### src/rtl/Purple_Jade_pkg.sv
// Purple_Jade_pkg: shared widths, op record and M-stage state encoding for the load/store execute unit.
package Purple_Jade_pkg;
    localparam int WORD_SIZE_P  = 16;
    localparam int NUM_PHYS_REG = 64;
    localparam int ROB_ENTRY    = 32;
    localparam int SB_ENTRY     = 8;
    localparam int PT_W         = $clog2(NUM_PHYS_REG);
    localparam int RB_W         = $clog2(ROB_ENTRY);
    localparam int SB_W         = $clog2(SB_ENTRY);
    localparam int CDB_SB_WIDTH = SB_W + 2 * WORD_SIZE_P;

    typedef struct packed {
        logic                   is_store;
        logic [WORD_SIZE_P-1:0] addr;
        logic [WORD_SIZE_P-1:0] st_data;
        logic [PT_W-1:0]        rd;
        logic [RB_W-1:0]        rob;
        logic [SB_W-1:0]        sb_num;
    } lsu_op_t;

    typedef enum logic [1:0] {M_EMPTY, M_LIVE, M_HOLD} lsu_m_state_e;
endpackage

### src/rtl/lsu_wb_skid.sv
// lsu_wb_skid: M stage; selects bypass-or-memory data on the first cycle and parks it in a hold register on stall.
module lsu_wb_skid
    import Purple_Jade_pkg::*;
(
    input  logic                   clk,
    input  logic                   rst,
    input  logic                   flush,
    input  logic                   in_v,
    output logic                   in_ready,
    input  logic                   in_is_store,
    input  logic [PT_W-1:0]        in_rd,
    input  logic [RB_W-1:0]        in_rob,
    input  logic                   in_pass_v,
    input  logic [WORD_SIZE_P-1:0] in_pass_val,
    input  logic [WORD_SIZE_P-1:0] mem_data,
    output logic                   out_v,
    input  logic                   out_ready,
    output logic                   out_is_store,
    output logic [PT_W-1:0]        out_rd,
    output logic [RB_W-1:0]        out_rob,
    output logic [WORD_SIZE_P-1:0] out_data
);
    lsu_m_state_e           state;
    logic                   pass_v;
    logic [WORD_SIZE_P-1:0] pass_val;
    logic [WORD_SIZE_P-1:0] hold_data;
    logic [WORD_SIZE_P-1:0] live_data;
    logic                   drain;

    // memory data is only valid in the first M cycle, so a stalled op must keep its own copy
    assign live_data = out_is_store ? '0 : pass_v ? pass_val : mem_data;
    assign out_v     = state != M_EMPTY && !flush;
    assign drain     = out_v && out_ready;
    assign in_ready  = state == M_EMPTY || drain;
    assign out_data  = state == M_HOLD ? hold_data : state == M_LIVE ? live_data : '0;

    always_ff @(posedge clk) begin
        if (rst) begin
            state        <= M_EMPTY;
            out_is_store <= 1'b0;
            out_rd       <= '0;
            out_rob      <= '0;
            pass_v       <= 1'b0;
            pass_val     <= '0;
            hold_data    <= '0;
        end else begin
            state <= flush ? M_EMPTY : in_v ? M_LIVE : (state == M_EMPTY || drain) ? M_EMPTY : M_HOLD;
            if (in_v) begin
                out_is_store <= in_is_store;
                out_rd       <= in_rd;
                out_rob      <= in_rob;
                pass_v       <= in_pass_v;
                pass_val     <= in_pass_val;
            end
            if (state == M_LIVE) hold_data <= live_data;
        end
    end
endmodule

### src/rtl/lsu_exe.sv
// lsu_exe: two-stage load/store execute unit (A: address gen and SB post, M: data select and write back).
module lsu_exe
    import Purple_Jade_pkg::*;
(
    input  logic                    clk_i,
    input  logic                    reset_i,
    input  logic                    rob_mispredict_i,
    input  logic                    issue_v_i,
    output logic                    issue_ready_o,
    input  logic                    issue_is_store_i,
    input  logic [WORD_SIZE_P-1:0]  issue_base_i,
    input  logic [WORD_SIZE_P-1:0]  issue_off_i,
    input  logic [WORD_SIZE_P-1:0]  issue_st_data_i,
    input  logic [PT_W-1:0]         issue_rd_i,
    input  logic [RB_W-1:0]         issue_rob_i,
    input  logic [SB_W-1:0]         issue_sb_num_i,
    output logic [WORD_SIZE_P-1:0]  exe_mem_addr_o,
    input  logic [WORD_SIZE_P-1:0]  exe_mem_data_i,
    output logic [WORD_SIZE_P-1:0]  exe_ld_bypass_addr_o,
    output logic [SB_W-1:0]         exe_ld_pass_sb_num_o,
    input  logic                    sb_ld_pass_valid_i,
    input  logic [WORD_SIZE_P-1:0]  sb_ld_pass_value_i,
    output logic                    exe_sb_v_o,
    output logic [CDB_SB_WIDTH-1:0] exe_sb_o,
    output logic                    wb_v_o,
    input  logic                    wb_ready_i,
    output logic                    wb_w_v_o,
    output logic [PT_W-1:0]         wb_rd_o,
    output logic [RB_W-1:0]         wb_rob_o,
    output logic [WORD_SIZE_P-1:0]  wb_data_o
);
    lsu_op_t a_op;
    logic    a_v;
    logic    a_adv;
    logic    m_ready;
    logic    accept;
    logic    m_is_store;

    assign a_adv         = a_v && m_ready && !rob_mispredict_i;
    assign issue_ready_o = !rob_mispredict_i && (!a_v || a_adv);
    assign accept        = issue_v_i && issue_ready_o;

    always_ff @(posedge clk_i) begin
        if (reset_i) begin
            a_v  <= 1'b0;
            a_op <= '0;
        end else begin
            a_v <= !rob_mispredict_i && (accept || (a_v && !a_adv));
            if (accept) a_op <= '{is_store: issue_is_store_i, addr: issue_base_i + issue_off_i,
                                  st_data: issue_st_data_i, rd: issue_rd_i, rob: issue_rob_i,
                                  sb_num: issue_sb_num_i};
        end
    end

    assign exe_mem_addr_o       = a_v ? a_op.addr : '0;
    assign exe_ld_bypass_addr_o = exe_mem_addr_o;
    assign exe_ld_pass_sb_num_o = a_v ? a_op.sb_num : '0;
    // tied to the advancing edge so a stalled store posts exactly once
    assign exe_sb_v_o           = a_adv && a_op.is_store;
    assign exe_sb_o             = {a_op.sb_num, a_op.addr, a_op.st_data};
    assign wb_w_v_o             = wb_v_o && !m_is_store;

    lsu_wb_skid u_skid (
        .clk          (clk_i),
        .rst          (reset_i),
        .flush        (rob_mispredict_i),
        .in_v         (a_adv),
        .in_ready     (m_ready),
        .in_is_store  (a_op.is_store),
        .in_rd        (a_op.rd),
        .in_rob       (a_op.rob),
        .in_pass_v    (sb_ld_pass_valid_i),
        .in_pass_val  (sb_ld_pass_value_i),
        .mem_data     (exe_mem_data_i),
        .out_v        (wb_v_o),
        .out_ready    (wb_ready_i),
        .out_is_store (m_is_store),
        .out_rd       (wb_rd_o),
        .out_rob      (wb_rob_o),
        .out_data     (wb_data_o)
    );
endmodule

### config.mk
export PLATFORM = sky130hd
export DESIGN_NAME = lsu_exe
export DESIGN_NICKNAME = d
export VERILOG_FILES = /design/src/rtl/Purple_Jade_pkg.sv /design/src/rtl/lsu_wb_skid.sv /design/src/rtl/lsu_exe.sv
export SDC_FILE = /design/constraint.sdc
export NUM_CORES = 1
export LEC_CHECK = 0
export ABC_AREA = 1
export BUFFER_PORTS_ARGS = -buffer_cell sky130_fd_sc_hd__buf_2
export CORE_MARGIN = 5
export CORE_UTILIZATION = 49
export DETAILED_ROUTE_END_ITERATION = 8
export PLACE_DENSITY_LB_ADDON = 0.2
export SLEW_MARGIN = 10
export SYNTH_ARGS = -nofsm -noshare
export SYNTH_HDL_FRONTEND = slang
export SYNTH_SLANG_ARGS = --single-unit
### constraint.sdc
create_clock -name clk_i -period 2.3 [get_ports clk_i]
set_input_delay 0.69 -clock clk_i [delete_from_list [all_inputs] [get_ports clk_i]]
set_output_delay 0.69 -clock clk_i [all_outputs]
set_load 0.02 [all_outputs]
# --- Word level (Yosys, flattened, before mapping) ---
# Cells that the tools add are included.
word_totals:
  regBits: 95
  input_bits: 101
  output_inout_bits: 101
  word_cells: 47
classes:
  addsub: 1
  n_eq_ne: 2
  mux: 8
  n_reduce_logical: 21
ops:
  columns: ["operator", "n"]
  rows:
  - ["$mux 16", 5]
  - ["$add 16x16->16", 1]
  - ["$logic_and 1x1->1", 10]
  - ["$logic_not 1->1", 4]
  - ["$logic_or 1x1->1", 3]
  - ["$mux 3", 1]
  - ["$reduce_or 3->1", 1]
  - ["$eq 2x1->1 const B", 1]
  - ["$eq 2x2->1 const B", 1]
  - ["$logic_not 2->1", 1]
  - ["$mux 2", 1]
  - ["$reduce_bool 2->1", 1]
  - ["$reduce_or 2->1", 1]
  - ["$mux 1", 1]

# --- Longest topological paths before layout ---
logic_depth:
  word_depth: 11
  mapped_depth: 12
  ltp_nobuf: 12

# --- Cells and area by module ---
# A second synthesis with hierarchy kept.
unflattened:
  cells_unflattened: 789
  area_unflattened_um2: 5312.6
modules_own_cells:
  columns: ["module", "n_inst", "cells_each", "area_each_um2", "seq_area_each_um2"]
  rows:
  - ["lsu_exe", 1, 495, 3169.3, 960.9]
  - ["lsu_wb_skid", 1, 294, 2143.3, 940.9]

# --- Worst setup path after synthesis ---
# Ideal clock, no wire load.
synth_path:
  path_type: "input port to output port"
  from: "input rob_mispredict_i"
  to: "output exe_sb_v_o"
  t_arrival_ns: 1.488
  required_time_ns: 1.610
  slack_ns: 0.122
  cell_stages: 8
  n_path_buf: 1
  cell_sequence: "inv_2 > nand2_2 > o21ai_2 > nand3_1 > inv_1 > buf_2 > nand2_1 > inv_1"
synth_via:
  elab_chain_len: 7
synth_lines:
  columns: ["item", "line", "text"]
  rows:
  - ["from (decl)", "lsu_exe.sv:7", "input logic rob_mispredict_i,"]
  - ["$logic_not 1->1 (*)", "lsu_wb_skid.sv:32, lsu_exe.sv:39", null]
  - ["$logic_and 1x1->1", "lsu_wb_skid.sv:32", "assign out_v = state != M_EMPTY && !flush;"]
  - ["$logic_and 1x1->1", "lsu_wb_skid.sv:33", "assign drain = out_v && out_ready;"]
  - ["$logic_or 1x1->1", "lsu_wb_skid.sv:34", "assign in_ready = state == M_EMPTY || drain;"]
  - ["$logic_and 1x1->1", "lsu_exe.sv:39", "assign a_adv = a_v && m_ready && !rob_mispredict_i;"]
  - ["$logic_and 1x1->1 (*)", "lsu_exe.sv:39", null]
  - ["$logic_and 1x1->1 (*)", "lsu_exe.sv:59", "assign exe_sb_v_o = a_adv && a_op.is_store;"]
  - ["to (decl)", "lsu_exe.sv:23", "output logic exe_sb_v_o,"]
# Mark *: on every way between the ends. The rest lies on a longest branch, timed or not.

# --- Worst setup path after layout ---
layout_path:
  from: "register u_skid.state[0]"
  to: "output wb_data_o[1]"
layout_via:
  elab_chain_len: 3
  elab_cells_between_ends: 4
  classes_between: "eq/ne: 2; mux: 2"
layout_lines:
  columns: ["item", "line", "text"]
  rows:
  - ["from (decl)", "lsu_wb_skid.sv:23", "lsu_m_state_e state;"]
  - ["from (signal assigned)", "lsu_wb_skid.sv:47", "state <= flush ? M_EMPTY : in_v ? M_LIVE : (state == M_EMPTY || drain) ? M_EMPTY : M_HOLD;"]
  - ["$eq 2x1->1", "lsu_wb_skid.sv:35", "assign out_data = state == M_HOLD ? hold_data : state == M_LIVE ? live_data : '0;"]
  - ["$mux 16", "lsu_wb_skid.sv:35", null]
  - ["$mux 16 (*)", "lsu_wb_skid.sv:35", null]
  - ["to (decl)", "lsu_exe.sv:30", "output logic [WORD_SIZE_P-1:0] wb_data_o"]
# Marks and branches as above.

==> qor.yml <==
drv_slew: 0
yosys.area.top_type: "dfxtp_1"
place_hpwl_mm: 10.3
clock_latency_ps: 360
swShare_pct: 29.7
worstSetupPathType: "reg2out"
hold_depth: 2
syn_nets: 870
cts-buffers-inserted: 9
slowest_delay_ps: 360
seq_area_mm2: 0.00191
ys_warn_count: 0
grt_overflow_total: 0
final_area_mm2: 0.00620
path_cells: "inv_2 -> or2_4 -> nor2_4 -> buf_12 -> nand2_2 -> nand2_1 -> buf_4"
drtIter0Drc: 276
io_buffers: 201
dieArea_mm2: 0.0127
slew-limit-headroom_pct: 61.9
cts_root_buffer: "clkbuf_8"
mostFrequentLayoutCell: "buf_2"
hold_class: "reg2reg"
vdd_drop_max_uv: 260
cts_sinks: 95
crit_fanout: 8
multiInputGateArea_mm2: 0.00244
timing.final.crit_share_pct: 97.3
clockPowerShare_pct: 31.5
dr_total_vias: 5018
start_util_pct: 50.2
r2r_start: "u_skid.state[1]$_SDFF_PP0_"
wl_per_cell_um: 13.2
tns_ps: 0
synth_top_area_share_pct: 36.7
clockBufferDepth: 2
slowest_stage: "dfxtp_4"
drc: 0
net-switching-power_mw: 1.06
antenna_found_initial: 0
ant_nets: 0
maxCapViolCount: 0
final-hold-violation-count: 0
synth_cells: 753
synth-seq-area-share_pct: 36.7
outcome: "finished, final reports clean"
grt_max_degree: 70
powerDensity_mw_per_mm2: 575
die_w_um: 113
cp.arrival_ps: 1550
area_delta_synth_final_pct: 19.7
fin_nets: 1011
place_congestion: 0.848
cts_tree: "built"
cts_max_level: 3
combPwrFrac_pct: 19.0
p_int_mw: 2.51
dpl_cell_area_mm2: 0.00586
synth.distinct_cells: 29
p_seq_share_pct: 49.5
period_needed_ps: 2240
p_leak_nw: 3.40
die_h_um: 113
totalWireLength_mm: 13.6
drive_gt1_share_pct: 30.1
r2r_cells: 8
most-common-layout-cells: "buf_2, nor2_1, nand2_1"
reg2reg_slack_ps: 680
rows: 37
worstSetupStartpointType: "flip-flop"
track_usage_pct: 20.7
fin_skew_ps: 13.5
whs_endpoint: "u_skid.hold_data[14]$_SDFFE_PP0N_"
core_mm2: 0.0103
hp-start: "u_skid.hold_data[14]$_SDFFE_PP0N_"
cp-end-kind: "primary output"
grt_pass1_vias: 4814
setup_viol: 0
grt_pass1_wl_mm: 22.0
nFillCells: 1008
syn-cell-area_mm2: 0.00518
ys_top_cells_by_area: "dfxtp_1, nand2_1, nor2_1"
max_freq_mhz: 447
firstDrtPassIters: 5
cp.required_ps: 1610
grt_setup_unrepaired: "true"
io_pins: 202
clk_pin_slew_worst_paths_ps: 80
n_antenna_cell: 0
reg2reg_to: "exe_sb_o[15]$_SDFFE_PP0P_"
viasPerCell: 4.85
syn_area_per_cell_um2: 6.89
tightest_slew_ps: 572
synth-seq-cells: 95
-- sequential cells by signal (all words and copies together) (netlist names) --
name,flops
exe_sb_o,35
u_skid.hold_data,16
u_skid.pass_val,16
a_op,12
u_skid.out_rd,6
u_skid.out_rob,5
u_skid.state,2
a_v,1
u_skid.out_is_store,1
u_skid.pass_v,1
-- cell usage after synthesis --
master and n:
and2_1 1, dfxtp_1 95, o21ai_2 1, or2_1 1
nand2_4 1, xor2_1 7, nor2_8 1, or2_2 1
fa_1 1, o21a_4 1, buf_2 8, inv_2 3
clkbuf_1 18, buf_4 52, nand2_2 1, xnor2_1 1
nor3_1 5, nand4_1 1, o21ai_1 1, nand3b_1 1
buf_6 9, nor2_1 149, ha_1 15, a21oi_1 31
nand3_1 36, o21ai_0 68, mux2_2 16, nand2_1 152
inv_1 76
-- per-stage QoR --
stage	hold WS, ps	utilization (%)	worst slack, ps	instances	power, mW
after floorplan	444	-	122	753	2.31
after global routing	490	60.1	-10.5	1035	3.77
after global placement	452	56.8	83.4	1016	2.46
final	473	60.1	61.3	1035	3.57
after detailed placement	458	56.8	35.9	1016	2.48
after CTS	471	58.9	7.00	1033	3.60
-- worst max-delay path, delay by kind of cell, from the launching register on --
family / cells / cell delay, ps
flip-flops: 1 / 360
AND/OR/NAND/NOR: 4 / 520
buffers and inverters: 3 / 320
-- metal layers --
metal  GRT usage, %  share of wire (%)
met3           3.05                5.4
met4           8.57                2.8
met1           24.3                 41
met5              0                  0
met2           37.7                 51
-- final cells by class --
| type | instances | area share, % |
|---|---|---|
| Multi-Input combinational cell | 493 | 39.3 |
| Sequential cell | 95 | 30.7 |
| Timing Repair Buffer | 216 | 19.2 |
| Inverter | 79 | 4.82 |
| Tap cell | 136 | 2.74 |
| Clock buffer | 9 | 2.00 |
| Clock inverter | 7 | 1.27 |
-- kinds of logic (layout without fill, tap and decap cells) --
kind of cell / count (synthesis) / count (layout) / share of synthesized area, %
AOI/OAI and AO/OA: 102 / 102 / 10.1
xor gates and xnor gates: 8 / 8 / 1.35
adders and majority gates: 16 / 16 / 4.01
buffers and inverters: 166 / 311 / 17.3
DFF: 95 / 95 / 36.7
muxes: 16 / 16 / 3.47
and+or+nand+nor: 350 / 351 / 27.1
-- worst max path at each step --
stage / cells after the start / end / slack, ps / start
after floorplan: 8 / exe_sb_v_o / 120 / rob_mispredict_i
after global placement: 9 / exe_sb_v_o / 80 / rob_mispredict_i
after detailed placement: 13 / exe_sb_o[30]$_SDFFE_PP0P_ / 40 / issue_base_i[0]
after CTS: 7 / exe_sb_v_o / 7 / u_skid.state[1]$_SDFF_PP0_
after global routing: 7 / wb_data_o[8] / -10 / u_skid.state[0]$_SDFF_PP0_
final: 7 / wb_data_o[1] / 60 / u_skid.state[0]$_SDFF_PP0_
-- power by group through the flow --
| stage | combinational, mW | sequential, mW | clock, mW |
|---|---|---|---|
| after floorplan | 0.512 | 1.80 | 0 |
| after global placement | 0.659 | 1.80 | 0 |
| after detailed placement | 0.672 | 1.80 | 0 |
| after CTS | 0.675 | 1.77 | 1.15 |
| after global routing | 0.763 | 1.77 | 1.23 |
| final | 0.678 | 1.76 | 1.13 |
-- timing repair --
item,4_1_cts,5_1_grt
gates resized for setup,3,32
cloned,1,0
endpoints found under the setup margin,16,17
pin swaps,2,2
hold buffers,0,0
buffers inserted,0,2
No activity file was read; power rests on OpenSTA's default activity.
